## config.mk

```make
export PLATFORM = sky130hd
export DESIGN_NAME = balance_arbiter
export DESIGN_NICKNAME = d
export VERILOG_FILES = /design/src/rtl/balance_arbiter.sv
export SDC_FILE = /design/constraint.sdc
export NUM_CORES = 1
export LEC_CHECK = 0
export ABC_AREA = 0
export BUFFER_PORTS_ARGS = -buffer_cell sky130_fd_sc_hd__clkbuf_2
export CAP_MARGIN = 20
export CORE_MARGIN = 3
export CORE_UTILIZATION = 38
export DETAILED_ROUTE_END_ITERATION = 10
export GPL_TIMING_DRIVEN = 0
export PLACE_DENSITY = 0.53
export SLEW_MARGIN = 20
export SYNTH_ARGS = -nofsm -noshare
export SYNTH_HDL_FRONTEND = slang
export SYNTH_SLANG_ARGS = --single-unit
```

## constraint.sdc

```tcl
create_clock -name clk -period 9.9 [get_ports clk]
set_input_delay 1.98 -clock clk [delete_from_list [all_inputs] [get_ports clk]]
set_output_delay 1.98 -clock clk [all_outputs]
set_load 0.01 [all_outputs]
```

## src/rtl/balance_arbiter.sv

```systemverilog
// balance_arbiter: owns the single account-balance register shared by two ATM
// front-ends (A and B). Strobed deposit/withdrawal requests are captured per
// requester, arbitrated round-robin and applied one at a time. Each accepted
// request produces exactly one response pulse (ok or insufficient funds).
//
// Ports:
//   clk                       clock, rising edge
//   rst                       synchronous reset, active-low
//   stb_a / tipo_a / monto_a  requester A: strobe, 0=deposit 1=withdrawal, amount
//   stb_b / tipo_b / monto_b  requester B: same as A
//   ok_a / insuf_a            A response pulses
//   ok_b / insuf_b            B response pulses
//   balance                   current balance, registered
//   busy                      high while an operation is executing
module balance_arbiter #(
    parameter int unsigned           BALANCE_W    = 64,
    parameter logic [BALANCE_W-1:0]  BALANCE_INIT = '0
) (
    input  logic                 clk,
    input  logic                 rst,
    input  logic                 stb_a,
    input  logic                 tipo_a,
    input  logic [31:0]          monto_a,
    input  logic                 stb_b,
    input  logic                 tipo_b,
    input  logic [31:0]          monto_b,
    output logic                 ok_a,
    output logic                 insuf_a,
    output logic                 ok_b,
    output logic                 insuf_b,
    output logic [BALANCE_W-1:0] balance,
    output logic                 busy
);

    localparam int unsigned MONTO_W = 32;
    localparam int unsigned SUM_W   = BALANCE_W + 1;

    typedef enum logic {
        IDLE = 1'b0,
        EXEC = 1'b1
    } state_t;

    state_t               state, state_next;

    // Per-requester capture registers
    logic                 pend_a, pend_a_next;
    logic                 pend_b, pend_b_next;
    logic                 req_tipo_a, req_tipo_a_next;
    logic                 req_tipo_b, req_tipo_b_next;
    logic [MONTO_W-1:0]   req_monto_a, req_monto_a_next;
    logic [MONTO_W-1:0]   req_monto_b, req_monto_b_next;

    // prio: 0 = A wins a tie, 1 = B wins a tie
    logic                 prio, prio_next;

    // Operation being executed
    logic                 op_tipo, op_tipo_next;
    logic [MONTO_W-1:0]   op_monto, op_monto_next;
    logic                 op_who, op_who_next;

    logic [BALANCE_W-1:0] balance_next;
    logic                 ok_a_next, insuf_a_next, ok_b_next, insuf_b_next;
    logic                 busy_next;

    // Arithmetic helpers
    logic                 grant_b;
    logic [BALANCE_W-1:0] monto_ext;
    logic [SUM_W-1:0]     sum;
    logic                 funds_ok;

    // Next-state, capture, arbitration and execution
    always_comb begin
        state_next       = state;
        pend_a_next      = pend_a;
        pend_b_next      = pend_b;
        req_tipo_a_next  = req_tipo_a;
        req_tipo_b_next  = req_tipo_b;
        req_monto_a_next = req_monto_a;
        req_monto_b_next = req_monto_b;
        prio_next        = prio;
        op_tipo_next     = op_tipo;
        op_monto_next    = op_monto;
        op_who_next      = op_who;
        balance_next     = balance;
        ok_a_next        = 1'b0;
        insuf_a_next     = 1'b0;
        ok_b_next        = 1'b0;
        insuf_b_next     = 1'b0;

        monto_ext = BALANCE_W'(op_monto);
        sum       = SUM_W'(balance) + SUM_W'(op_monto);
        funds_ok  = (monto_ext <= balance);
        grant_b   = pend_b && (!pend_a || prio);

        // A strobe is only taken when no request from that side is pending
        if (stb_a && !pend_a) begin
            pend_a_next      = 1'b1;
            req_tipo_a_next  = tipo_a;
            req_monto_a_next = monto_a;
        end
        if (stb_b && !pend_b) begin
            pend_b_next      = 1'b1;
            req_tipo_b_next  = tipo_b;
            req_monto_b_next = monto_b;
        end

        case (state)
            IDLE: begin
                if (pend_a || pend_b) begin
                    state_next  = EXEC;
                    op_who_next = grant_b;
                    prio_next   = ~grant_b;
                    if (grant_b) begin
                        op_tipo_next  = req_tipo_b;
                        op_monto_next = req_monto_b;
                        pend_b_next   = 1'b0;
                    end else begin
                        op_tipo_next  = req_tipo_a;
                        op_monto_next = req_monto_a;
                        pend_a_next   = 1'b0;
                    end
                end
            end
            EXEC: begin
                state_next = IDLE;
                if (!op_tipo) begin
                    // Deposit saturates at all-ones
                    balance_next = sum[BALANCE_W] ? '1 : sum[BALANCE_W-1:0];
                    ok_a_next    = !op_who;
                    ok_b_next    = op_who;
                end else if (funds_ok) begin
                    balance_next = balance - monto_ext;
                    ok_a_next    = !op_who;
                    ok_b_next    = op_who;
                end else begin
                    insuf_a_next = !op_who;
                    insuf_b_next = op_who;
                end
            end
            default: state_next = IDLE;
        endcase

        busy_next = (state_next == EXEC);
    end

    // State and datapath registers
    always_ff @(posedge clk) begin
        if (!rst) begin
            state       <= IDLE;
            pend_a      <= 1'b0;
            pend_b      <= 1'b0;
            req_tipo_a  <= 1'b0;
            req_tipo_b  <= 1'b0;
            req_monto_a <= '0;
            req_monto_b <= '0;
            prio        <= 1'b0;
            op_tipo     <= 1'b0;
            op_monto    <= '0;
            op_who      <= 1'b0;
            balance     <= BALANCE_INIT;
            ok_a        <= 1'b0;
            insuf_a     <= 1'b0;
            ok_b        <= 1'b0;
            insuf_b     <= 1'b0;
            busy        <= 1'b0;
        end else begin
            state       <= state_next;
            pend_a      <= pend_a_next;
            pend_b      <= pend_b_next;
            req_tipo_a  <= req_tipo_a_next;
            req_tipo_b  <= req_tipo_b_next;
            req_monto_a <= req_monto_a_next;
            req_monto_b <= req_monto_b_next;
            prio        <= prio_next;
            op_tipo     <= op_tipo_next;
            op_monto    <= op_monto_next;
            op_who      <= op_who_next;
            balance     <= balance_next;
            ok_a        <= ok_a_next;
            insuf_a     <= insuf_a_next;
            ok_b        <= ok_b_next;
            insuf_b     <= insuf_b_next;
            busy        <= busy_next;
        end
    end

endmodule

```

### Yosys cells after proc, flatten, opt, wreduce, memory -nomap -nowiden

Cells that the tools add are included.

* bits in registers: 172
* output and inout bits: 69
* word-level logic and storage cells: 55
* input port bits: 70

* multiplexer cells: 19
* $lt $le $gt $ge: 1
* equal/unequal tests: 1
* bitwise logic cells: 4
* reductions and logical operators: 12
* add/subtract/negate cells: 2

Operator list (number)
* 64-bit 2-to-1 mux: 3
* 64-bit by 32-bit adder with 65-bit output: 1
* 32-bit by 64-bit less-or-equal comparator with 1-bit output: 1
* 64-bit by 32-bit subtractor with 64-bit output: 1
* 32-bit 2-to-1 mux: 1
* 1-bit 2-to-1 mux: 14
* 2-bit AND reduction: 3
* 1-bit inverter: 4
* 4-bit OR reduction: 1
* 1-bit logical AND: 3
* 1-bit logical NOT: 3
* 1-bit logical OR: 2
* 2-bit by 1-bit inequality test with 1-bit output, second input constant: 1
* 1-bit case mux with 2 select lines: 1

### Logic depth before layout (Yosys ltp)

Gate-level depths: netlist of the first run.

* depth after elaboration: 6
* gate-level depth with buffers: 15
* gate-level depth less buffers: 13

### Least setup slack after synthesis of the first run

OpenSTA, ideal clock, no wires.

* path kind: register -> register
* from: register balance[21]
* to: register balance[43]
* setup slack: 6.561 ns
* buffers on the path: 2
* arrival time: 3.223 ns
* period minus slack after synthesis: 3.339 ns
* cell stages (with the launch flop): 13
* required time: 9.784 ns
* library setup time: 0.116 ns
* cell sequence: dfxtp_1 > ha_1 > buf_1 > nand4_1 > or3_1 > nor2_1 > o21ai_0 > a2111oi_0 > o31a_1 > clkbuf_1 > nor3_1 > o31a_1 > o211a_1

* longest elaborated chain between the ends: 3
* elaborated cells between the ends (all ways): 8
* those cells by class: 2 x add/sub; 1 x order compare; 1 x eq/ne; 3 x mux; 1 x reduce/logical

RTL lines
* from (decl): line 31 `output logic [BALANCE_W-1:0] balance,`
* from (signal assigned): line 178 `balance <= balance_next;`
* 64-bit by 32-bit adder with 65-bit output, or another cell as far along: line 91 `sum = SUM_W'(balance) + SUM_W'(op_monto);`
* 64-bit 2-to-1 mux, or another cell as far along: line 128 `balance_next = sum[BALANCE_W] ? '1 : sum[BALANCE_W-1:0];`
* 64-bit 2-to-1 mux / 2-bit AND reduction (equally long branches)

Parallel ways exist; a longest one is shown, timed or not. The select of a mux whose other input is x is not followed.
A chain may end at the register's enable or synchronous reset.

### Final worst setup path of the first run

* from: register op_monto[8]
* to: register balance[40]

* longest elaborated chain between the ends: 3
* elaborated cells between the ends (all ways): 8
* those cells by class: 2 x add/sub; 1 x order compare; 1 x eq/ne; 3 x mux; 1 x reduce/logical

RTL lines
* from (decl): line 58 `logic [MONTO_W-1:0] op_monto, op_monto_next;`
* from (signal assigned): line 176 `op_monto <= op_monto_next;`
* 64-bit by 32-bit adder with 65-bit output, or another cell as far along: line 91
* 64-bit 2-to-1 mux, or another cell as far along: line 128
* 64-bit 2-to-1 mux / 2-bit AND reduction (equally long branches)

Parallel ways exist; a longest one is shown, timed or not. The select of a mux whose other input is x is not followed.

==> flow_summary.ini, run 1 <==
[floorplan]
ioPinCount = 139
core_area_mm2 = 0.0283
die_h_um = 177
die-area_mm2 = 0.0313
start_util_pct = 39.2
fp.dieW_um = 177
rows = 61

[synthesis]
synthDistinctLibCells = 69
syn-instance-count = 1493
syn-cell-area_mm2 = 0.0111
avgSynthCellArea_um2 = 7.44
yosysSeqAreaShare_pct = 31.0
ys.warnings.count = 0
ys_async_sr_fraction_pct = 0
synth-seq-cells = 172
syn_nets = 1629
synth-main-ff-cell = dfxtp_1
synth_edf_count = 0

[worst_setup_path]
cp_num_buf_inv = 4
critPathMaxFanout = 10
critical_path_class = reg2reg
rr_worst_depth = 13
r2r_slack_ns = 4.45
rr_endpoint = balance[40]$_SDFFE_PN0P_
r2r-start = op_monto[8]$_SDFFE_PN0P_
start_kind = register
path_cells = inv_1, ha_1, clkbuf_1, nand4_1, a21oi_1, a21oi_1, o41ai_1, o22a_1, o41a_1, clkbuf_1, clkbuf_1, o21ai_0, nor2_1
crit_family = compound AO/OA/AOI/OAI gates
max_stage_delay_ns = 0.88
crit_path_end_kind = register
path_common_cell = clkbuf_1
arrival_ns = 5.84
required_ns = 10.29
crit_slowest_cell = o41ai_1

[cts]
cts_made_buffers = 17
htree_levels = 4
clk_latency_ns = 0.45
cts_sinks = 172
cts_buffer_depth = 2
cts_resized = 0
cts_tree = built
cts_setup_buffers = 0
hold_buffers = 0
cts_root_buf = clkbuf_16
clkTransAtPathRegs_ns = 0.09

[routing]
met3_length_mm = 3.68
drcViolationCount = 0
vias = 12064
detail_route.wl_per_cell_um = 22.2
met1_length_mm = 20.8
drt-total-wl_mm = 45.3
antenna_left = 0
via_per_inst = 5.91
dr_wl_met2_mm = 19.6
top_layer_used = met5
drt_iter0_markers = 1272
drt_first_pass_iters = 7

[worst_hold_path]
whs_endpoint = req_monto_b[4]$_SDFFE_PN0P_
hold_path_depth = 2
holdCritStartpoint = req_monto_b[4]$_SDFFE_PN0P_
hold_path.class = reg2reg

[finish]
final_cell_mix = 205 x nand2_1, 190 x a21oi_1, 172 x dfxtp_1
antenna_cells = 0
final_common_cell = nand2_1
drive_gt1_share_pct = 12.3
area_growth_pct = 16.3
nNetsFinal = 1785

[sta]
rsz0062_at_grt = no
worst-slew-pin-transition_ns = 0.948
setup_viol = 0
slew_headroom_pct = 36.0
final.setup.tns_ns = 0
slew_violations = 0
post-route-min-period_ns = 5.45
layout_setup_ws_ns = 4.45
hold_viol = 0
fin_skew_ns = 0.0163
fmax_ghz = 0.183
post-route-period-util_pct = 55.1

[placed_design]
place.port_buffers = 137
place_hpwl_mm = 35.3
gp_congestion = 0.974
pre_cts_slack_ns = 4.53

[global_routing]
grt_overflow = 0
track_usage_pct = 28.8
antenna_found_initial = 3
grt_pass1_wl_mm = 69.5
grt_pass1_vias = 11762
grt_start_max_net_pins = 20

[power_and_ir_drop]
powerDensity_mw_per_mm2 = 192
p_switching_uw = 1040
internal-power_uw = 1440
vdd_drop_max_v = 0.000119
clkPwrFrac_pct = 31.1
swShare_pct = 41.9
leakagePower_uw = 0.00534
p_comb_share_pct = 36.3
p_seq_share_pct = 32.6

[status]
status = finished, final reports clean

[run]
maxCapViolCount = 0
==> cell type report <==
| cell class | count | area, um^2 |
|---|---|---|
| clock buffer | 18 | 439 |
| multi-input combinational | 1139 | 6950 |
| tap | 378 | 473 |
| buffer | 100 | 403 |
| clock inverter | 14 | 215 |
| timing repair buffer | 137 | 686 |
| fill | 2971 | 15400 |
| sequential | 172 | 3440 |
| inverter | 82 | 308 |
==> cell usage after synthesis (27+ instances only) <==
master / count / area share [%]
a21oi_1: 190 / 8.6
a222oi_1: 31 / 2.8
clkbuf_1: 84 / 2.8
dfxtp_1: 172 / 31
ha_1: 64 / 7.2
inv_1: 80 / 2.7
nand2_1: 205 / 6.9
nand3_1: 27 / 1.2
nor2_1: 115 / 3.9
nor3_1: 41 / 1.8
o21ai_0: 80 / 3.6
xnor2_1: 28 / 2.2
==> per-stage QoR <==
stage                     hold slack [ns]  util [%]  area (um^2)  cells  power (uW)
after floorplan                     0.427         -        11100   1493        1390
after global placement              0.443      43.3        12300   2008        1710
after detailed placement            0.449      43.3        12300   2008        1700
after CTS                           0.459      45.6        12900   2040        2470
after global routing                0.477      45.6        12900   2040        2610
final                               0.458      45.6        12900   2040        2490
==> registers in the layout, summed over array words and instances, names as in the netlist, 32 cells and up <==
signal	count
req_monto_a	32
op_monto	32
balance	64
req_monto_b	32
==> cell families (layout without fill, tap and decap cells) <==
family                     count (synthesis)  in the layout  synth area share, %
xor gates and xnor gates                  30             30                 2.37
muxes                                      7              7                0.631
buffers and inverters                    182            351                 6.40
adders and majority gates                 66             66                 7.57
and+or+nand+nor                          538            538                 22.7
AOI/OAI and AO/OA                        498            498                 29.3
DFF                                      172            172                 31.0
==> worst register-to-register path: stages, from the launching register on <==
cell,delay [ns]
dfxtp_1,0.39
inv_1,0.06
ha_1,0.27
clkbuf_1,0.39
nand4_1,0.32
a21oi_1,0.37
a21oi_1,0.22
o41ai_1,0.89
o22a_1,0.50
o41a_1,0.54
clkbuf_1,0.46
clkbuf_1,0.71
o21ai_0,0.18
nor2_1,0.12
==> worst max path at each step <==
stage / startpoint / end / slack, ns / cells after the start
finish: op_monto[8]$_SDFFE_PN0P_ / balance[40]$_SDFFE_PN0P_ / 4.45 / 13
global route: op_monto[8]$_SDFFE_PN0P_ / balance[46]$_SDFFE_PN0P_ / 4.16 / 13
CTS: op_monto[8]$_SDFFE_PN0P_ / balance[52]$_SDFFE_PN0P_ / 4.50 / 13
detailed placement: op_monto[8]$_SDFFE_PN0P_ / balance[40]$_SDFFE_PN0P_ / 4.53 / 13
global placement: op_monto[8]$_SDFFE_PN0P_ / balance[52]$_SDFFE_PN0P_ / 4.45 / 13
floorplan: balance[21]$_SDFFE_PN0P_ / balance[43]$_SDFFE_PN0P_ / 6.56 / 12
==> routing by layer <==
metal,vias to the layer above,global-route usage [%]
met4,4,8.51
met5,-,0
li1,5777,-
met2,477,44.9
met1,5724,40.0
met3,82,6.59
==> power by group through the flow <==
| stage | logic (uW) | clock network [uW] | registers (uW) |
|---|---|---|---|
| final | 902 | 773 | 809 |
| after global routing | 988 | 807 | 816 |
| after CTS | 885 | 779 | 808 |
| after detailed placement | 879 | 0 | 824 |
| after global placement | 884 | 0 | 822 |
| after floorplan | 581 | 0 | 811 |
(Power assumes the default switching activity.)
==> run 2: changes to the inputs <==
--- a/config.mk
+++ b/config.mk
@@ -12,7 +12,7 @@
 export CORE_UTILIZATION = 38
 export DETAILED_ROUTE_END_ITERATION = 10
 export GPL_TIMING_DRIVEN = 0
-export PLACE_DENSITY = 0.53
+export PLACE_DENSITY = 0.55
 export SLEW_MARGIN = 20
 export SYNTH_ARGS = -nofsm -noshare
 export SYNTH_HDL_FRONTEND = slang
==> constraint.sdc (replaced) <==
create_clock -name clk -period 4.6 [get_ports clk]
set_input_delay 0.92 -clock clk [delete_from_list [all_inputs] [get_ports clk]]
set_output_delay 0.92 -clock clk [all_outputs]
set_load 0.01 [all_outputs]
==> run 2 against run 1 <==
  * Critical endpoint is now balance[24]$_SDFFE_PN0P_
  * First-iteration DRC count is 0.31% higher
  * Critical path type unchanged
  * Non-clock buffer count is 1 lower
  * Register-to-register slack worse by 4.3 ns
  * Fmax is 23% higher
==> flow_summary.ini, run 2 (synthesized netlist as in run 1, its figures left out) <==
[finish]
area_growth_pct = 16.2
max_flop_register = balance
antenna_cells = 0
fin_cells = 2039
design_area_mm2 = 0.0129
seq_area_mm2 = 0.00344
drive_gt1_share_pct = 12.9
multi_input_area_mm2 = 0.00698
largest_reg_flops = 64
final_cell_mix = 205 x nand2_1, 190 x a21oi_1, 172 x dfxtp_1
final_common_cell = nand2_1
nFillCells = 2969
nNetsFinal = 1784

[power_and_ir_drop]
p_comb_share_pct = 37.6
leakagePower_uw = 0.00534
internal-power_uw = 3000
swShare_pct = 42.6
design_power_total_uw = 5220
clkPwrFrac_pct = 29.1
p_seq_share_pct = 33.3
p_switching_uw = 2220
vdd_drop_max_v = 0.000260
powerDensity_mw_per_mm2 = 405

[sta]
setup_viol = 0
worst-slew-pin-transition_ns = 0.955
slew_violations = 0
fmax_ghz = 0.225
timing.hold.ws_ns = 0.455
final.setup.tns_ns = 0
hold_viol = 0
fin_skew_ns = 0.0174
slew_headroom_pct = 35.7
post-route-period-util_pct = 96.6
rsz0062_at_grt = no
post-route-min-period_ns = 4.45

[placed_design]
place.port_buffers = 137
place_hpwl_mm = 34.3
placedInstanceArea_mm2 = 0.0123
gp_congestion = 0.985
dp.cells = 2008

[worst_setup_path]
start_kind = register
critical_path_class = reg2reg
critPathMaxFanout = 10
required_ns = 4.91
crit_path_end_kind = register
arrival_ns = 4.75

[cts]
cts_made_buffers = 17
cts_tree = built
clk_latency_ns = 0.44
cts_buffer_depth = 2
cts_setup_buffers = 0
htree_levels = 4
clkTransAtPathRegs_ns = 0.07
cts_root_buf = clkbuf_16
cts_sinks = 172

[routing]
antenna_left = 0
via_per_inst = 5.90
drt_first_pass_iters = 6
drcViolationCount = 0
vias = 12030
drt-total-wl_mm = 44.0
drt_iter0_markers = 1276
detail_route.wl_per_cell_um = 21.6

[floorplan]
die_h_um = 177
rows = 61
fp.dieW_um = 177
core_area_mm2 = 0.0283
start_util_pct = 39.2
ioPinCount = 139
die-area_mm2 = 0.0313

[worst_hold_path]
hold_path.class = reg2reg

[global_routing]
track_usage_pct = 27.4
grt_overflow = 0
grt_start_max_net_pins = 20
grt_pass1_vias = 11399
antenna_found_initial = 2
grt_pass1_wl_mm = 66.6

[run]
maxCapViolCount = 0

[status]
status = finished, final reports clean
run 2: cell type report:
cell class,count,share of cell area (%)
Multi-Input combinational cell,1139,54.1
Sequential cell,172,26.7
Timing Repair Buffer,137,5.32
Tap cell,378,3.67
Clock buffer,18,3.33
Buffer,99,3.14
Inverter,82,2.39
Clock inverter,14,1.34
run 2: worst paths after layout:
| path | start | to | slack (ns) | depth (start not counted) |
|---|---|---|---|---|
| min reg2reg | req_monto_b[22]$_SDFFE_PN0P_ | req_monto_b[22]$_SDFFE_PN0P_ | 0.46 | 2 |
| max reg2reg | op_monto[3]$_SDFFE_PN0P_ | balance[24]$_SDFFE_PN0P_ | 0.15 | 13 |
| min | req_monto_b[22]$_SDFFE_PN0P_ | req_monto_b[22]$_SDFFE_PN0P_ | 0.46 | 2 |
| max | op_monto[3]$_SDFFE_PN0P_ | balance[24]$_SDFFE_PN0P_ | 0.15 | 13 |
run 2: critical path, stage by stage, from the launching register on:
cell and delay [ns]:
dfxtp_1 0.38, inv_1 0.06, ha_1 0.27, clkbuf_1 0.33, o211ai_1 0.20, o211ai_1 0.49, a21oi_1 0.31, o41ai_4 0.54
o22a_2 0.37, o41a_1 0.40, and2_4 0.22, buf_2 0.27, buf_2 0.36, a21oi_1 0.11
run 2: per-layer routing:
| metal | wire, um | up-vias | GRT usage [%] |
|---|---|---|---|
| met1 | 20000 | 5690 | 38.2 |
| met5 | 13 | - | 0 |
| met4 | 915 | 2 | 7.23 |
| li1 | - | 5768 | - |
| met3 | 3630 | 67 | 5.83 |
| met2 | 19400 | 503 | 43.3 |
run 2: what timing repair did:
item,4_1_cts,5_1_grt
resized for setup,5,10
setup endpoints to repair,64,40
endpoints found under the hold margin,0,0
hold buffers,0,0
run 2: metrics by stage:
stage | worst slack (ns) | util, %
after floorplan | 1.26 | -
after global placement | -0.744 | 43.3
after detailed placement | -0.695 | 43.3
after CTS | 0.0812 | 45.5
after global routing | 0.0951 | 45.6
final | 0.155 | 45.6
run 2: power by group through the flow:
stage / Clock (uW) / Sequential [uW] / Combinational, uW
2_1_floorplan: 0 / 1750 / 1250
3_3_place_gp: 0 / 1770 / 1890
3_5_place_dp: 0 / 1770 / 1880
4_1_cts: 1540 / 1740 / 1910
5_1_grt: 1590 / 1750 / 2120
6_report: 1520 / 1740 / 1960
==> run 3: changes to the inputs <==
--- a/config.mk
+++ b/config.mk
@@ -8,11 +8,14 @@
 export ABC_AREA = 0
 export BUFFER_PORTS_ARGS = -buffer_cell sky130_fd_sc_hd__clkbuf_2
 export CAP_MARGIN = 20
+export CELL_PAD_IN_SITES_DETAIL_PLACEMENT = 1
+export CELL_PAD_IN_SITES_GLOBAL_PLACEMENT = 1
 export CORE_MARGIN = 3
 export CORE_UTILIZATION = 38
 export DETAILED_ROUTE_END_ITERATION = 10
 export GPL_TIMING_DRIVEN = 0
-export PLACE_DENSITY = 0.55
+export PLACE_DENSITY = 0.73
+export SETUP_SLACK_MARGIN = 0.02
 export SLEW_MARGIN = 20
 export SYNTH_ARGS = -nofsm -noshare
 export SYNTH_HDL_FRONTEND = slang
==> run 3 against run 2 <==
  * Final cell count about the same
  * Sequential power about the same
  * Fmax increased by 0.85%
  * Power increased by 0.65%
  * Global-route usage increased by 2.0 points
  * Core utilization about the same
==> flow_summary.ini, run 3 (synthesized netlist as in run 1, its figures left out) <==
[finish]
nFillCells = 3638
final_common_cell = nand2_1
final_cell_mix = 205 x nand2_1, 190 x a21oi_1, 172 x dfxtp_1
seq_area_mm2 = 0.00344
design_area_mm2 = 0.0129
drive_gt1_share_pct = 13.0
multi_input_area_mm2 = 0.00697
area_growth_pct = 16.1
largest_reg_flops = 64
nNetsFinal = 1786
fin_cells = 2041
max_flop_register = balance
antenna_cells = 0

[routing]
vias = 12285
drcViolationCount = 0
via_per_inst = 6.02
drt-total-wl_mm = 46.6
drt_first_pass_iters = 7
detail_route.wl_per_cell_um = 22.8
drt_iter0_markers = 1076
antenna_left = 0

[placed_design]
gp_congestion = 0.964
place_hpwl_mm = 36.5
dp.cells = 2008
place.port_buffers = 137
pre_cts_slack_ns = -0.423
placedInstanceArea_mm2 = 0.0123

[cts]
cts_tree = built
cts_sinks = 172
clk_latency_ns = 0.44
cts_root_buf = clkbuf_16
htree_levels = 4
cts_made_buffers = 17
clkTransAtPathRegs_ns = 0.08
cts_buffer_depth = 2
hold_buffers = 0

[worst_setup_path]
crit_path_end_kind = register
critPathMaxFanout = 10
start_kind = register
max_stage_delay_ns = 0.58
critical_path_class = reg2reg
arrival_ns = 4.75
required_ns = 4.94
path_cells = inv_1, ha_1, clkbuf_1, nand4_1, or3_1, nor2_1, o21ai_0, a2111oi_2, o31a_1, clkbuf_2, nor3_1, o31a_1, o211a_1
path_common_cell = o31a_1
crit_slowest_cell = a2111oi_2

[status]
status = finished, final reports clean

[power_and_ir_drop]
leakagePower_uw = 0.00534
vdd_drop_max_v = 0.000240
powerDensity_mw_per_mm2 = 408

[sta]
layout_setup_ws_ns = 0.193
post-route-min-period_ns = 4.41
hold_viol = 0
slew_violations = 0
timing.hold.ws_ns = 0.459
worst-slew-pin-transition_ns = 0.971
rsz0062_at_grt = no
fin_skew_ns = 0.0183
post-route-period-util_pct = 95.8
slew_headroom_pct = 34.5
setup_viol = 0
fmax_ghz = 0.227

[floorplan]
rows = 61
fp.dieW_um = 177
die_h_um = 177
start_util_pct = 39.2
ioPinCount = 139
core_area_mm2 = 0.0283
die-area_mm2 = 0.0313

[run]
maxCapViolCount = 0

[global_routing]
grt_pass1_wl_mm = 71.4
grt_start_max_net_pins = 20
track_usage_pct = 29.4
grt_pass1_vias = 12233
antenna_found_initial = 0
grt_overflow = 0

[worst_hold_path]
hold_path.class = reg2reg
## run 3: where the power goes
part           internal (uW)  leakage, uW  total (uW)  switching (uW)
Combinational            650      0.00365        1980            1330
Clock                    736     0.000287        1530             793
Sequential              1600      0.00141        1740             142
Total                   2990      0.00534        5250            2270
## run 3: layer usage
metal / GRT usage (%) / up-vias / share of wire, %
li1: - / 5764 / -
met1: 40.1 / 6050 / 46
met2: 47.7 / 406 / 46
met3: 5.53 / 65 / 6.6
met4: 8.18 / 0 / 2.1
met5: 0 / - / 0
## run 3: through the flow
stage / total power (uW) / setup TNS (ns) / utilization (%)
floorplan: 3000 / 0 / -
global placement: 3660 / -3.77 / 43.3
detailed placement: 3690 / -5.24 / 43.3
CTS: 5220 / 0 / 45.4
global route: 5510 / 0 / 45.5
finish: 5250 / 0 / 45.5
## run 3: critical path: cells and delay by family (launching register included)
family / cells / cell delay [ns]
AOI/OAI and AO/OA: 5 / 1.68
DFF: 1 / 0.48
buffers and inverters: 3 / 0.84
adders and majority gates: 1 / 0.36
and+or+nand+nor: 4 / 0.94
## run 3: repair_timing
| item | 4_1_cts | 5_1_grt |
|---|---|---|
| gates resized for setup | 5 | 9 |
| pin swaps | 0 | 1 |
| setup buffers | 0 | 2 |
| setup endpoints to repair | 40 | 53 |
## run 3: worst paths after layout
path                                              startpoint                            to  slack (ns)  depth (start not counted)
worst min-delay path            req_monto_b[13]$_SDFFE_PN0P_  req_monto_b[13]$_SDFFE_PN0P_        0.46                          2
worst max-delay path               op_monto[22]$_SDFFE_PN0P_      balance[43]$_SDFFE_PN0P_        0.19                         13
worst min register to register  req_monto_b[13]$_SDFFE_PN0P_  req_monto_b[13]$_SDFFE_PN0P_        0.46                          2
worst max register to register     op_monto[22]$_SDFFE_PN0P_      balance[43]$_SDFFE_PN0P_        0.19                         13
## run 3: area by class of cell
class / instances / area share, %
Buffer: 99 / 3.15
Clock buffer: 17 / 3.30
Clock inverter: 15 / 1.25
Inverter: 82 / 2.39
Multi-Input combinational cell: 1139 / 54.1
Sequential cell: 172 / 26.7
Tap cell: 378 / 3.67
Timing Repair Buffer: 139 / 5.44
